File: src/rtl/bcd_request_arbiter_if.sv
// bcd_request_arbiter_if: requester and encoder signals of the shared BCD encoder arbiter.
//   master: arbiter side (drives ready/response/encoder command/status).
//   slave : requesters + encoder side (drives requests and encoder results).
interface bcd_request_arbiter_if #(
    parameter int NUM_REQ = 4,
    parameter int DATA_W  = 32,
    parameter int LEN_W   = 8
);
    logic [NUM_REQ-1:0]        req_valid;
    logic [NUM_REQ*DATA_W-1:0] req_data;
    logic [NUM_REQ*LEN_W-1:0]  req_length;
    logic [NUM_REQ-1:0]        req_ready;
    logic [NUM_REQ-1:0]        rsp_valid;
    logic [31:0]               rsp_bcd;
    logic                      rsp_high;
    logic                      rsp_timeout;
    logic                      enc_start;
    logic [DATA_W-1:0]         enc_binary;
    logic [LEN_W-1:0]          enc_length;
    logic                      enc_done;
    logic [31:0]               enc_bcd;
    logic                      enc_high;
    logic                      busy;
    logic [2:0]                grant_id;

    modport master (
        input  req_valid, req_data, req_length, enc_done, enc_bcd, enc_high,
        output req_ready, rsp_valid, rsp_bcd, rsp_high, rsp_timeout,
               enc_start, enc_binary, enc_length, busy, grant_id
    );

    modport slave (
        output req_valid, req_data, req_length, enc_done, enc_bcd, enc_high,
        input  req_ready, rsp_valid, rsp_bcd, rsp_high, rsp_timeout,
               enc_start, enc_binary, enc_length, busy, grant_id
    );
endinterface

File: src/rtl/bcd_request_arbiter.sv
// bcd_request_arbiter: round-robin sharing of one BCD encoder between NUM_REQ requesters.
//   i_clock : system clock, rising edge
//   i_reset : asynchronous active-high reset
//   bus     : requester handshake (req_*/rsp_*), encoder command/result (enc_*), busy, grant_id
module bcd_request_arbiter #(
    parameter int NUM_REQ = 4,
    parameter int DATA_W  = 32,
    parameter int LEN_W   = 8,
    parameter int TIMEOUT = 64
) (
    input logic                  i_clock,
    input logic                  i_reset,
    bcd_request_arbiter_if.master bus
);
    localparam int WD_W = $clog2(TIMEOUT) + 1;

    typedef enum logic [1:0] {IDLE, ISSUE, WAIT, RESPOND} state_t;

    state_t              r_state, w_next;
    logic [2:0]          r_ptr, r_grant, w_off, w_win, w_ptr_nxt;
    logic [3:0]          w_sum;
    logic [DATA_W-1:0]   r_binary, w_data;
    logic [LEN_W-1:0]    r_length, w_len_raw, w_len;
    logic [WD_W-1:0]     r_wd;
    logic [31:0]         r_bcd;
    logic                r_high, r_timeout, w_found, w_expired;
    logic [2*NUM_REQ-1:0] w_rot;

    // Rotate the request vector so the pointer position lands at bit 0; the
    // lowest set bit is then the round-robin winner's offset from the pointer.
    assign w_rot     = {bus.req_valid, bus.req_valid} >> r_ptr;
    assign w_found   = |bus.req_valid;
    assign w_sum     = {1'b0, r_ptr} + {1'b0, w_off};
    assign w_win     = (w_sum >= 4'(NUM_REQ)) ? 3'(w_sum - 4'(NUM_REQ)) : w_sum[2:0];
    assign w_ptr_nxt = (w_win == 3'(NUM_REQ - 1)) ? 3'd0 : w_win + 3'd1;
    assign w_len     = (w_len_raw > LEN_W'(DATA_W)) ? LEN_W'(DATA_W) : w_len_raw;
    assign w_expired = (r_wd == WD_W'(TIMEOUT - 1));

    always_comb begin
        w_off     = '0;
        w_data    = '0;
        w_len_raw = '0;
        for (int i = NUM_REQ - 1; i >= 0; i--)
            if (w_rot[i]) w_off = 3'(i);
        for (int k = 0; k < NUM_REQ; k++)
            if (w_win == 3'(k)) begin
                w_data    = bus.req_data[k*DATA_W +: DATA_W];
                w_len_raw = bus.req_length[k*LEN_W +: LEN_W];
            end
    end

    always_comb begin
        bus.req_ready = '0;
        bus.rsp_valid = '0;
        for (int k = 0; k < NUM_REQ; k++) begin
            bus.req_ready[k] = (r_state == IDLE) && w_found && (w_win == 3'(k));
            bus.rsp_valid[k] = (r_state == RESPOND) && (r_grant == 3'(k));
        end
    end

    // A zero-length operand still passes through ISSUE (without a start
    // pulse) so the bypass response keeps a fixed two-cycle latency.
    always_comb begin
        w_next = r_state;
        case (r_state)
            IDLE:    w_next = w_found ? ISSUE : IDLE;
            ISSUE:   w_next = (r_length == '0) ? RESPOND : WAIT;
            WAIT:    w_next = (bus.enc_done || w_expired) ? RESPOND : WAIT;
            RESPOND: w_next = IDLE;
            default: w_next = IDLE;
        endcase
    end

    always_ff @(posedge i_clock or posedge i_reset) begin
        if (i_reset) begin
            r_state   <= IDLE;
            r_ptr     <= '0;
            r_grant   <= '0;
            r_binary  <= '0;
            r_length  <= '0;
            r_wd      <= '0;
            r_bcd     <= '0;
            r_high    <= 1'b0;
            r_timeout <= 1'b0;
        end else begin
            r_state <= w_next;
            case (r_state)
                IDLE: if (w_found) begin
                    r_ptr    <= w_ptr_nxt;
                    r_grant  <= w_win;
                    r_binary <= w_data;
                    r_length <= w_len;
                end
                ISSUE: begin
                    r_wd <= '0;
                    if (r_length == '0) begin
                        r_bcd     <= '0;
                        r_high    <= 1'b0;
                        r_timeout <= 1'b0;
                    end
                end
                WAIT: begin
                    r_wd <= r_wd + 1'b1;
                    if (bus.enc_done) begin
                        r_bcd     <= bus.enc_bcd;
                        r_high    <= bus.enc_high;
                        r_timeout <= 1'b0;
                    end else if (w_expired) begin
                        r_bcd     <= '0;
                        r_high    <= 1'b0;
                        r_timeout <= 1'b1;
                    end
                end
                default: ;
            endcase
        end
    end

    assign bus.enc_start   = (r_state == ISSUE) && (r_length != '0);
    assign bus.enc_binary  = r_binary;
    assign bus.enc_length  = r_length;
    assign bus.rsp_bcd     = r_bcd;
    assign bus.rsp_high    = r_high;
    assign bus.rsp_timeout = r_timeout;
    assign bus.busy        = (r_state != IDLE);
    assign bus.grant_id    = r_grant;
endmodule

File: src/flat_wrapper.sv
// flat-port wrapper written by rule: the top's interface ports become plain ports
module bcd_request_arbiter_flat 
#(
    parameter int NUM_REQ = 4,
    parameter int DATA_W  = 32,
    parameter int LEN_W   = 8,
    parameter int TIMEOUT = 64
)
  (i_clock, i_reset, bus_req_valid, bus_req_data, bus_req_length, bus_enc_done, bus_enc_bcd, bus_enc_high, bus_req_ready, bus_rsp_valid, bus_rsp_bcd, bus_rsp_high, bus_rsp_timeout, bus_enc_start, bus_enc_binary, bus_enc_length, bus_busy, bus_grant_id);
  bcd_request_arbiter_if #(.NUM_REQ(NUM_REQ), .DATA_W(DATA_W), .LEN_W(LEN_W)) bus_i ();
  input logic i_clock;
  input logic i_reset;
  input wire logic [$bits(bus_i.req_valid)-1:0] bus_req_valid;
  input wire logic [$bits(bus_i.req_data)-1:0] bus_req_data;
  input wire logic [$bits(bus_i.req_length)-1:0] bus_req_length;
  input wire logic [$bits(bus_i.enc_done)-1:0] bus_enc_done;
  input wire logic [$bits(bus_i.enc_bcd)-1:0] bus_enc_bcd;
  input wire logic [$bits(bus_i.enc_high)-1:0] bus_enc_high;
  output wire logic [$bits(bus_i.req_ready)-1:0] bus_req_ready;
  output wire logic [$bits(bus_i.rsp_valid)-1:0] bus_rsp_valid;
  output wire logic [$bits(bus_i.rsp_bcd)-1:0] bus_rsp_bcd;
  output wire logic [$bits(bus_i.rsp_high)-1:0] bus_rsp_high;
  output wire logic [$bits(bus_i.rsp_timeout)-1:0] bus_rsp_timeout;
  output wire logic [$bits(bus_i.enc_start)-1:0] bus_enc_start;
  output wire logic [$bits(bus_i.enc_binary)-1:0] bus_enc_binary;
  output wire logic [$bits(bus_i.enc_length)-1:0] bus_enc_length;
  output wire logic [$bits(bus_i.busy)-1:0] bus_busy;
  output wire logic [$bits(bus_i.grant_id)-1:0] bus_grant_id;
  assign bus_i.req_valid = bus_req_valid;
  assign bus_i.req_data = bus_req_data;
  assign bus_i.req_length = bus_req_length;
  assign bus_i.enc_done = bus_enc_done;
  assign bus_i.enc_bcd = bus_enc_bcd;
  assign bus_i.enc_high = bus_enc_high;
  assign bus_req_ready = bus_i.req_ready;
  assign bus_rsp_valid = bus_i.rsp_valid;
  assign bus_rsp_bcd = bus_i.rsp_bcd;
  assign bus_rsp_high = bus_i.rsp_high;
  assign bus_rsp_timeout = bus_i.rsp_timeout;
  assign bus_enc_start = bus_i.enc_start;
  assign bus_enc_binary = bus_i.enc_binary;
  assign bus_enc_length = bus_i.enc_length;
  assign bus_busy = bus_i.busy;
  assign bus_grant_id = bus_i.grant_id;
  bcd_request_arbiter #(.NUM_REQ(NUM_REQ), .DATA_W(DATA_W), .LEN_W(LEN_W), .TIMEOUT(TIMEOUT)) u_core (.i_clock(i_clock), .i_reset(i_reset), .bus(bus_i));
endmodule
File: config.mk
export PLATFORM = sky130hd
export DESIGN_NAME = bcd_request_arbiter_flat
export DESIGN_NICKNAME = d
export VERILOG_FILES = /design/src/rtl/bcd_request_arbiter_if.sv /design/src/rtl/bcd_request_arbiter.sv /design/src/flat_wrapper.sv
export SDC_FILE = /design/constraint.sdc
export NUM_CORES = 1
export LEC_CHECK = 0
export ABC_CLOCK_PERIOD_IN_PS = 3700
export BUFFER_PORTS_ARGS = -buffer_cell sky130_fd_sc_hd__buf_2
export CORE_MARGIN = 4
export CORE_UTILIZATION = 40
export CTS_CLUSTER_DIAMETER = 50
export DETAILED_ROUTE_END_ITERATION = 6
export PLACE_DENSITY = 0.77
export SLEW_MARGIN = 10
export SYNTH_ARGS = -nofsm -noshare
export SYNTH_HDL_FRONTEND = slang
export SYNTH_SLANG_ARGS = --single-unit
File: constraint.sdc
create_clock -name i_clock -period 3.7 [get_ports i_clock]
set_input_delay 0.74 -clock i_clock [delete_from_list [all_inputs] [get_ports i_clock]]
set_output_delay 0.74 -clock i_clock [all_outputs]
set_load 0.1 [all_outputs]
==> qor.yml <==
clock_network:
  cts_root_buffer: "clkbuf_16"
  cts.clk_slew.worst_paths_ns: 0.06
  clock_latency_ns: 0.34
  cts_sinks: 89
  holdBufCountCts: 0
  cts_buffers: 9
  cts_tree: "done"
  cts_max_level: 3
  ctsLongestPathBuffers: 2
logic_synthesis:
  synthAdderAreaFrac_pct: 3.421
  yosys-top-cells-area: "dfrtp_1, a221o_1, mux2_1"
  syn-cell-area_um2: 4974
  ys_ff_latch: 89
  ys_seq_area_share_pct: 44.78
  synth_top_family_by_area: "compound AO/OA/AOI/OAI gates"
  yosys.area_share.simple_pct: 10.34
  synth-async-reset-ratio_pct: 100.0
  synthCells: 436
  synth_edf_count: 0
  muxShareOfSynthArea_pct: 8.352
  synth-compound-area-share_pct: 28.38
  synth_xor_xnor_area_share_pct: 0.1761
  synth_cell_types: 54
  syn_avg_cell_area_um2: 11.41
  synth_nets: 649
  yosysWarnings: 0
  yosysTopAreaCell: "dfrtp_1"
  ys.flop_type: "dfrtp_1"
  synth.top_cell.area_share_pct: 44.78
place:
  portBuffers: 286
  place.gp.congestion: 0.8706
  dp_hpwl_um: 14010
  post_dp_cell_area_um2: 6808
timing:
  slew_headroom_pct: 34.77
  finalCriticalPeriod_ns: 3.583
  clock.fmax_mhz: 279.1
  setup_viol: 0
  post-route-period-util_pct: 96.83
  slew_viol_final: 0
  tightest_slew_ns: 0.9769
  fin_skew_ns: 0.008859
  finalHoldViolations: 0
  tns_ns: 0
routing:
  wl_per_cell_um: 19.99
  wirelength_um: 17850
  dr.pass1.iters: 5
  vias: 5126
  drc: 0
  drtIter0Drc: 274
  via_per_inst: 5.740
  ant_nets: 0
critical_path:
  end_kind: "output port"
  worstPathArrival_ns: 2.84
  crit_slowest_cell: "o31ai_2"
  max_stage_delay_ns: 0.31
  critPathKind: "in -> out"
  start_kind: "input pin"
  worstPathRequired_ns: 2.96
  path_cells: "buf_2 -> buf_4 -> a21oi_1 -> o21ai_0 -> o31ai_2 -> ha_1 -> a21oi_1 -> buf_4 -> nor2_1 -> nor2_1 -> and2_2 -> buf_12"
  path_max_fanout: 4
global_routing:
  track_usage_pct: 24.39
  grt-ovfl-total: 0
  grt_pass1_wl_um: 27690
  antenna_found_initial: 1
  grt_max_degree: 46
  grt_pass1_vias: 5345
finish:
  finalInstanceArea_um2: 7176
  fin_nets: 933
  syn2layout_area_growth_pct: 44.28
  drive_gt1_share_pct: 49.72
floorplanning:
  initial_core_util_pct: 41.06
  core_area_um2: 12110
  die_y_um: 119.5
  die_w_um: 119.5
  io_pins: 287
  rows: 40
  die-area_um2: 14280
outcome:
  status: "completed"
hold_path:
  min_path_type: "reg -> reg"
flow_run:
  max_cap_violations: 0
logic make-up after synthesis:
group,Yosys count
AOI/OAI and AO/OA,150
xor gates and xnor gates,1
adders and majority gates,13
buffers and inverters,56
DFF,89
muxes,37
and+or+nand+nor,90
placed cells by master, fill, tap and decap left out, drive strengths merged, types with 7 or more instances in the layout:
cell type	count
and3	33
o41ai	7
clkbuf	11
nor2	7
ha	12
dfrtp	89
a221o	69
mux2	36
o211a	32
o21ai	13
inv	14
nand2	20
buf	314
final cells by class:
cell class / instances / area, um2
Timing Repair Buffer: 314 / 1727
Multi-Input combinational cell: 291 / 2620
Sequential cell: 89 / 2230
Antenna cell: 1 / 2.502
Clock inverter: 4 / 76.32
Tap cell: 168 / 210.2
Fill cell: 1062 / 4936
Inverter: 15 / 57.56
Clock buffer: 11 / 252.7
flip-flops by register name (all words and copies together), names as in the netlist:
register                flops
u_core.bus.enc_binary      32
u_core.bus.rsp_timeout      1
u_core.r_wd                 7
u_core.bus.grant_id         3
u_core.bus.rsp_high         1
u_core.bus.enc_length       8
u_core.r_state              2
u_core.r_ptr                3
u_core.bus.rsp_bcd         32
final timing paths:
path / startpoint / end / slack [ns] / cells after the start
worst min-delay path: u_core.bus.rsp_bcd[22] / u_core.bus.rsp_bcd[22] / 0.49 / 1
worst max register to register: u_core.r_ptr[0] / u_core.bus.enc_length[2] / 0.34 / 12
worst max-delay path: bus_req_valid[2] / bus_req_ready[0] / 0.12 / 12
worst min register to register: u_core.bus.rsp_bcd[22] / u_core.bus.rsp_bcd[22] / 0.49 / 1
min in group asynchronous: i_reset / u_core.bus.enc_binary[2] / 0.52 / 2
max in group asynchronous: i_reset / u_core.bus.rsp_bcd[7] / 2.32 / 3
layer usage:
layer | GRT usage (%) | share of wire (%) | vias up
met1 | 27.53 | 35 | 2506
met5 | 0 | 0 | -
li1 | - | - | 2304
met2 | 43.15 | 52 | 274
met4 | 12.10 | 4.2 | 0
met3 | 5.702 | 8.8 | 42
what timing repair did:
| item | CTS | global route |
|---|---|---|
| hold endpoints to repair | 0 | 0 |
| setup buffers | 0 | 2 |
| endpoints found under the setup margin | 0 | 4 |
| resized for setup | 0 | 8 |
cell usage after synthesis (all sizes together) (2+ instances only):
library cell / n
o221ai: 5
and2: 5
a311oi: 2
a21oi: 5
nor3: 2
nor2: 7
nor3b: 2
dfrtp: 89
nor2b: 3
nor4: 4
a221o: 69
nor4bb: 2
clkbuf: 27
buf: 14
or2: 2
nand2: 20
and3: 33
o22ai: 2
a21o: 2
o2bb2ai: 2
ha: 12
a22o: 3
nand3: 2
inv: 15
nand2b: 2
o211a: 32
nand4: 2
o21ai: 13
o41ai: 7
a211oi: 2
mux2: 36
through the flow:
stage	hold WS [ns]	setup WS [ns]	utilization (%)	cells
floorplan	0.4781	0.0003255	-	436
global placement	0.4681	0.04052	56.21	875
detailed placement	0.4763	-0.02673	56.21	875
CTS	0.4899	0.01263	58.93	890
global route	0.4952	-0.04675	59.25	893
finish	0.4862	0.1174	59.25	893
critical path, delay by kind of cell:
| family | cells | cell delay, ns |
|---|---|---|
| AND/OR/NAND/NOR | 3 | 0.45 |
| AO/OA/AOI/OAI | 4 | 0.74 |
| adder cells (fa/ha/maj) | 1 | 0.31 |
| buffers and inverters | 4 | 0.58 |
Power is left out: the tool's default activity adds up to more than one toggle a clock period on the data nets, which glitch-free logic cannot reach.
